File: src/rtl/pio_irq_debounced.sv
// pio_irq_debounced: Avalon-MM PIO pair with a debounced, edge-capturing input
// port and an output port that has atomic set/clear registers. The input side
// drives a maskable level interrupt built from the captured edges.
module pio_irq_debounced #(
  parameter int                   IN_WIDTH        = 10,
  parameter int                   OUT_WIDTH       = 10,
  parameter int                   DEBOUNCE_CYCLES = 50000,
  parameter logic [OUT_WIDTH-1:0] OUT_RESET       = '0
) (
  input  logic                 clk_clk,
  input  logic                 reset_reset_n,
  input  logic [2:0]           avs_address,
  input  logic                 avs_read,
  input  logic                 avs_write,
  input  logic [31:0]          avs_writedata,
  output logic [31:0]          avs_readdata,
  output logic                 avs_irq,
  input  logic [IN_WIDTH-1:0]  pio_in,
  output logic [OUT_WIDTH-1:0] pio_out
);

  localparam int CNT_W = (DEBOUNCE_CYCLES > 0) ? $clog2(DEBOUNCE_CYCLES + 1) : 1;
  localparam logic [CNT_W-1:0] CNT_LAST = CNT_W'((DEBOUNCE_CYCLES > 0) ? DEBOUNCE_CYCLES - 1 : 0);
  localparam logic DEBOUNCE_ON = (DEBOUNCE_CYCLES != 0);

  localparam logic [2:0] ADDR_DATA_IN   = 3'd0;
  localparam logic [2:0] ADDR_DATA_OUT  = 3'd1;
  localparam logic [2:0] ADDR_OUT_SET   = 3'd2;
  localparam logic [2:0] ADDR_OUT_CLR   = 3'd3;
  localparam logic [2:0] ADDR_EDGE_CAP  = 3'd4;
  localparam logic [2:0] ADDR_IRQ_MASK  = 3'd5;
  localparam logic [2:0] ADDR_EDGE_MODE = 3'd6;
  localparam logic [2:0] ADDR_CONFIG    = 3'd7;

  logic [IN_WIDTH-1:0]  sync_1;
  logic [IN_WIDTH-1:0]  sync_2;
  logic [IN_WIDTH-1:0]  deb;
  logic [IN_WIDTH-1:0]  deb_prev;
  logic [IN_WIDTH-1:0]  edge_cap;
  logic [IN_WIDTH-1:0]  irq_mask;
  logic [IN_WIDTH-1:0]  edge_hit;
  logic [IN_WIDTH-1:0]  w1c_bits;
  logic [IN_WIDTH-1:0]  wdata_in;
  logic [OUT_WIDTH-1:0] wdata_out;
  logic [OUT_WIDTH-1:0] out_reg;
  logic [1:0]           edge_mode;
  logic [31:0]          rd_mux;

  // Upper write-data bits beyond the port widths are deliberately ignored.
  logic unused_wdata;
  assign unused_wdata = ^avs_writedata;

  assign wdata_in  = avs_writedata[IN_WIDTH-1:0];
  assign wdata_out = avs_writedata[OUT_WIDTH-1:0];
  assign pio_out   = out_reg;
  assign w1c_bits  = (avs_write && avs_address == ADDR_EDGE_CAP) ? wdata_in : '0;

  // Two-flop synchroniser bringing the asynchronous pins into clk_clk.
  always_ff @(posedge clk_clk or negedge reset_reset_n) begin
    if (!reset_reset_n) begin
      sync_1 <= '0;
      sync_2 <= '0;
    end else begin
      sync_1 <= pio_in;
      sync_2 <= sync_1;
    end
  end

  generate
    if (DEBOUNCE_CYCLES == 0) begin : g_bypass
      // With debounce disabled the synchronised value is simply registered.
      always_ff @(posedge clk_clk or negedge reset_reset_n) begin
        if (!reset_reset_n) deb <= '0;
        else                deb <= sync_2;
      end
    end else begin : g_debounce
      logic [CNT_W-1:0] cnt [IN_WIDTH];

      // Per-bit stability counter; any return to the accepted level restarts it.
      always_ff @(posedge clk_clk or negedge reset_reset_n) begin
        if (!reset_reset_n) begin
          deb <= '0;
          for (int i = 0; i < IN_WIDTH; i++) cnt[i] <= '0;
        end else begin
          for (int i = 0; i < IN_WIDTH; i++) begin
            if (sync_2[i] == deb[i]) begin
              cnt[i] <= '0;
            end else if (cnt[i] == CNT_LAST) begin
              deb[i] <= sync_2[i];
              cnt[i] <= '0;
            end else begin
              cnt[i] <= cnt[i] + 1'b1;
            end
          end
        end
      end
    end
  endgenerate

  // Select which transitions of the debounced value count as edges.
  always_comb begin
    edge_hit = '0;
    case (edge_mode)
      2'b00:   edge_hit = deb & ~deb_prev;
      2'b01:   edge_hit = ~deb & deb_prev;
      2'b10:   edge_hit = deb ^ deb_prev;
      default: edge_hit = '0;
    endcase
  end

  // Edge capture, interrupt configuration and the registered interrupt line.
  always_ff @(posedge clk_clk or negedge reset_reset_n) begin
    if (!reset_reset_n) begin
      deb_prev  <= '0;
      edge_cap  <= '0;
      irq_mask  <= '0;
      edge_mode <= 2'b00;
      avs_irq   <= 1'b0;
    end else begin
      deb_prev <= deb;
      edge_cap <= (edge_cap & ~w1c_bits) | edge_hit;
      if (avs_write && avs_address == ADDR_IRQ_MASK)  irq_mask  <= wdata_in;
      if (avs_write && avs_address == ADDR_EDGE_MODE) edge_mode <= avs_writedata[1:0];
      avs_irq <= |(edge_cap & irq_mask);
    end
  end

  // Output register with plain, set-bits and clear-bits write ports.
  always_ff @(posedge clk_clk or negedge reset_reset_n) begin
    if (!reset_reset_n) begin
      out_reg <= OUT_RESET;
    end else if (avs_write) begin
      case (avs_address)
        ADDR_DATA_OUT: out_reg <= wdata_out;
        ADDR_OUT_SET:  out_reg <= out_reg | wdata_out;
        ADDR_OUT_CLR:  out_reg <= out_reg & ~wdata_out;
        default:       out_reg <= out_reg;
      endcase
    end
  end

  // Read multiplexer built from current register state, so a same-cycle write is not visible.
  always_comb begin
    rd_mux = '0;
    case (avs_address)
      ADDR_DATA_IN:   rd_mux = 32'(deb);
      ADDR_DATA_OUT:  rd_mux = 32'(out_reg);
      ADDR_EDGE_CAP:  rd_mux = 32'(edge_cap);
      ADDR_IRQ_MASK:  rd_mux = 32'(irq_mask);
      ADDR_EDGE_MODE: rd_mux = {30'd0, edge_mode};
      ADDR_CONFIG:    rd_mux = {15'd0, DEBOUNCE_ON, 2'b00, 6'(OUT_WIDTH), 2'b00, 6'(IN_WIDTH)};
      default:        rd_mux = '0;
    endcase
  end

  // Registered read data, held between reads.
  always_ff @(posedge clk_clk or negedge reset_reset_n) begin
    if (!reset_reset_n)  avs_readdata <= '0;
    else if (avs_read)   avs_readdata <= rd_mux;
  end

endmodule
File: config.mk
export PLATFORM = sky130hd
export DESIGN_NAME = pio_irq_debounced
export DESIGN_NICKNAME = d
export VERILOG_FILES = /design/src/rtl/pio_irq_debounced.sv
export SDC_FILE = /design/constraint.sdc
export NUM_CORES = 1
export LEC_CHECK = 0
export BUFFER_PORTS_ARGS = -buffer_cell sky130_fd_sc_hd__buf_2
export CORE_ASPECT_RATIO = 0.6
export CORE_MARGIN = 1.5
export CORE_UTILIZATION = 55
export CTS_BUF_LIST = sky130_fd_sc_hd__clkbuf_4
export CTS_CLUSTER_SIZE = 28
export DETAILED_ROUTE_END_ITERATION = 12
export PLACE_DENSITY = 0.77
export SETUP_SLACK_MARGIN = 0.2
export SLEW_MARGIN = 10
export SYNTH_ARGS = -nofsm -noshare
export SYNTH_HDL_FRONTEND = slang
export SYNTH_SLANG_ARGS = --single-unit
File: constraint.sdc
create_clock -name clk_clk -period 1.7 [get_ports clk_clk]
set_clock_uncertainty 0.05 [all_clocks]
set_input_delay 0.425 -clock clk_clk [delete_from_list [all_inputs] [get_ports clk_clk]]
set_output_delay 0.425 -clock clk_clk [all_outputs]
set_load 0.01 [all_outputs]
==> impl_metrics.json <==
{
  "rows": 41,
  "setup.worst_path.end_class": "register",
  "cap_violations": 0,
  "fin_crit_ns": 1.80,
  "vias": 9504,
  "num-nets-final": 1496,
  "cts_buffers": 55,
  "antenna_left": 0,
  "drt_iter0_drc": 593,
  "fillers": 1362,
  "stdcell_area_um2": 15900,
  "p_leak_nw": 6.51,
  "multi_input_area_um2": 6440,
  "ys_warn_count": 0,
  "wl_per_cell_um": 16.9,
  "required_ns": 2.23,
  "ys_seq_elements": 244,
  "synthArstFlopShare_pct": 100,
  "regArea_um2": 6110,
  "syn_area_um2": 12000,
  "crit_arrival_ns": 2.33,
  "hold_viol_final": 0,
  "powerDensity_nw_per_um2": 795,
  "cp_max_fo": 8,
  "drive_above_1_share_pct": 37.2,
  "area_growth_pct": 33.0,
  "grt_pass1_vias": 9539,
  "p_comb_share_pct": 13.2,
  "chipWidth_um": 193,
  "maxSlewViolCount": 0,
  "cts.sinks": 244,
  "clockBufferDepth": 3,
  "grtUsageTotal_pct": 26.1,
  "placed_area_um2": 13500,
  "synth-edff-count": 0,
  "switching_share_pct": 27.7,
  "startpoint_type": "register",
  "cts-htree-levels": 2,
  "period_share_pct": 106,
  "drt-pass1-iter-count": 9,
  "grt_max_degree": 47,
  "io_buffers": 49,
  "layout_common_cells": "dfrtp_1 (242), buf_4 (143), xnor2_1 (129)",
  "place_inst": 1566,
  "p_switching_mw": 3.50,
  "start_util_pct": 56.5,
  "max_clock_freq_mhz": 554,
  "ys_seq_area_share_pct": 51.0,
  "final_common_cell": "dfrtp_1",
  "coreArea_um2": 21200,
  "path_class": "reg -> reg",
  "synthCells": 1139,
  "fin_tns_setup_ns": -3.75,
  "worstHoldPathType": "in -> reg",
  "dieArea_um2": 22700,
  "pwr-share-seq_pct": 50.1,
  "grt_pass1_wl_um": 47500,
  "path_clk_slew_ns": 0.08,
  "rsz0062_at_grt": "true",
  "synth.avg_cell_area_um2": 10.5,
  "setup_violations": 95,
  "dp_hpwl_um": 18400,
  "ir_drop_uv": 515,
  "io_pins": 92,
  "cts_tree": "yes",
  "timing.hold.ws_ns": 0.131,
  "p_int_mw": 9.15,
  "ys.flop_type": "dfrtp_1",
  "routabilityCongestion": 0.871,
  "fp.dieH_um": 117,
  "grt_overflow": 0,
  "clockPowerShare_pct": 36.6,
  "antenna_found_initial": 1,
  "fin_cells": 1741,
  "violations": "design-rule violations, negative setup slack",
  "finalWorstSetupSlack_ns": -0.104,
  "vias_per_cell": 5.46,
  "drc": 2,
  "clock_latency_ns": 0.72,
  "wirelength_um": 29400,
  "status": "finished with violations",
  "root_buffer": "clkbuf_4",
  "yosysUniqueCellTypes": 47
}
[path summary, 6_finish.rpt]
path / from / end / slack (ns) / depth (start not counted)
worst max-delay path: g_debounce.cnt[138] / g_debounce.cnt[131] / -0.10 / 5
worst min-delay path: avs_address[1] / pio_out[2] / 0.13 / 3
worst max register to register: g_debounce.cnt[138] / g_debounce.cnt[131] / -0.10 / 5
worst min register to register: sync_1[8] / sync_2[8] / 0.30 / 0
max in group asynchronous: reset_reset_n / g_debounce.cnt[0] / 0.84 / 3
min in group asynchronous: reset_reset_n / pio_out[2] / 0.18 / 2
[critical path, cell delays in order (launching register included)]
cell and delay [ns]:
dfrtp_1 0.41, or3_4 0.44, o41ai_4 0.37, buf_4 0.21, clkbuf_16 0.18, nor2_2 0.04
[cell families after synthesis]
| logic type | share of synthesized area [%] |
|---|---|
| flip-flops | 51.0 |
| XOR/XNOR | 11.6 |
| other | 0.0313 |
| multiplexers | 4.74 |
| AO/OA/AOI/OAI | 5.13 |
| buffers and inverters | 4.82 |
| adder cells (fa/ha/maj) | 3.13 |
| AND/OR/NAND/NOR | 19.5 |
[timing repair]
action,CTS,global route
gates resized for setup,173,111
gates cloned,2,2
hold endpoints to repair,285,0
hold buffers,22,0
buffers inserted,28,19
setup endpoints to repair,189,194
pin swaps,66,10
[power groups by stage]
| stage | clock network [mW] | logic (mW) | registers (mW) |
|---|---|---|---|
| after floorplan | 0 | 0.683 | 6.41 |
| after global placement | 0 | 1.20 | 6.43 |
| after detailed placement | 0 | 1.24 | 6.44 |
| after CTS | 4.73 | 1.52 | 6.32 |
| after global routing | 5.09 | 1.82 | 6.37 |
| final | 4.63 | 1.67 | 6.35 |
[layout make-up]
cell class | count | area share, %
Sequential cell | 244 | 38.4
Clock inverter | 24 | 0.770
Inverter | 69 | 1.63
Tap cell | 279 | 2.19
Clock buffer | 77 | 3.63
Antenna cell | 1 | 0.0157
Timing Repair Buffer | 246 | 13.0
Multi-Input combinational cell | 801 | 40.4
[stage by stage]
step,total power [mW],setup slack [ns],utilization (%)
final,12.7,-0.104,75.2
after detailed placement,7.68,-0.158,63.7
after global placement,7.63,-0.0962,63.7
after global routing,13.3,-0.158,75.2
after floorplan,7.10,0.0272,-
after CTS,12.6,-0.107,72.3
[flip-flops by register name, indices dropped and copies added (netlist names)]
name	cells
avs_readdata	11
irq_mask	10
deb	10
edge_mode	2
g_debounce.cnt	160
edge_cap	10
sync_1	10
sync_2	10
pio_out	10
avs_irq	1
deb_prev	10
[cell usage after synthesis, drive strengths merged (30+ instances only)]
cell type  count  area share, %
dfrtp        244             51
nor2         190            6.0
xnor2        129            9.4
inv           69            2.2
nand2         65            2.0
nand3         60            2.5
nor4          51            2.7
buf           37            2.4
nand4         37            1.9
nor3          36            1.5
ha            30            3.1
xor2          30            2.2
[metal layers]
layer  vias to the layer above  global-route usage, %  wire length [µm]  part of all wire, %
li1                       4476                      -                 -                    -
met1                      4665                   35.6             13100                   45
met2                       288                   41.8             13700                   47
met3                        75                   5.64              1720                  5.9
met4                         0                   9.66               827                  2.8
met5                         -                      0                 0                    0
No activity file was read; power rests on OpenSTA's default activity.
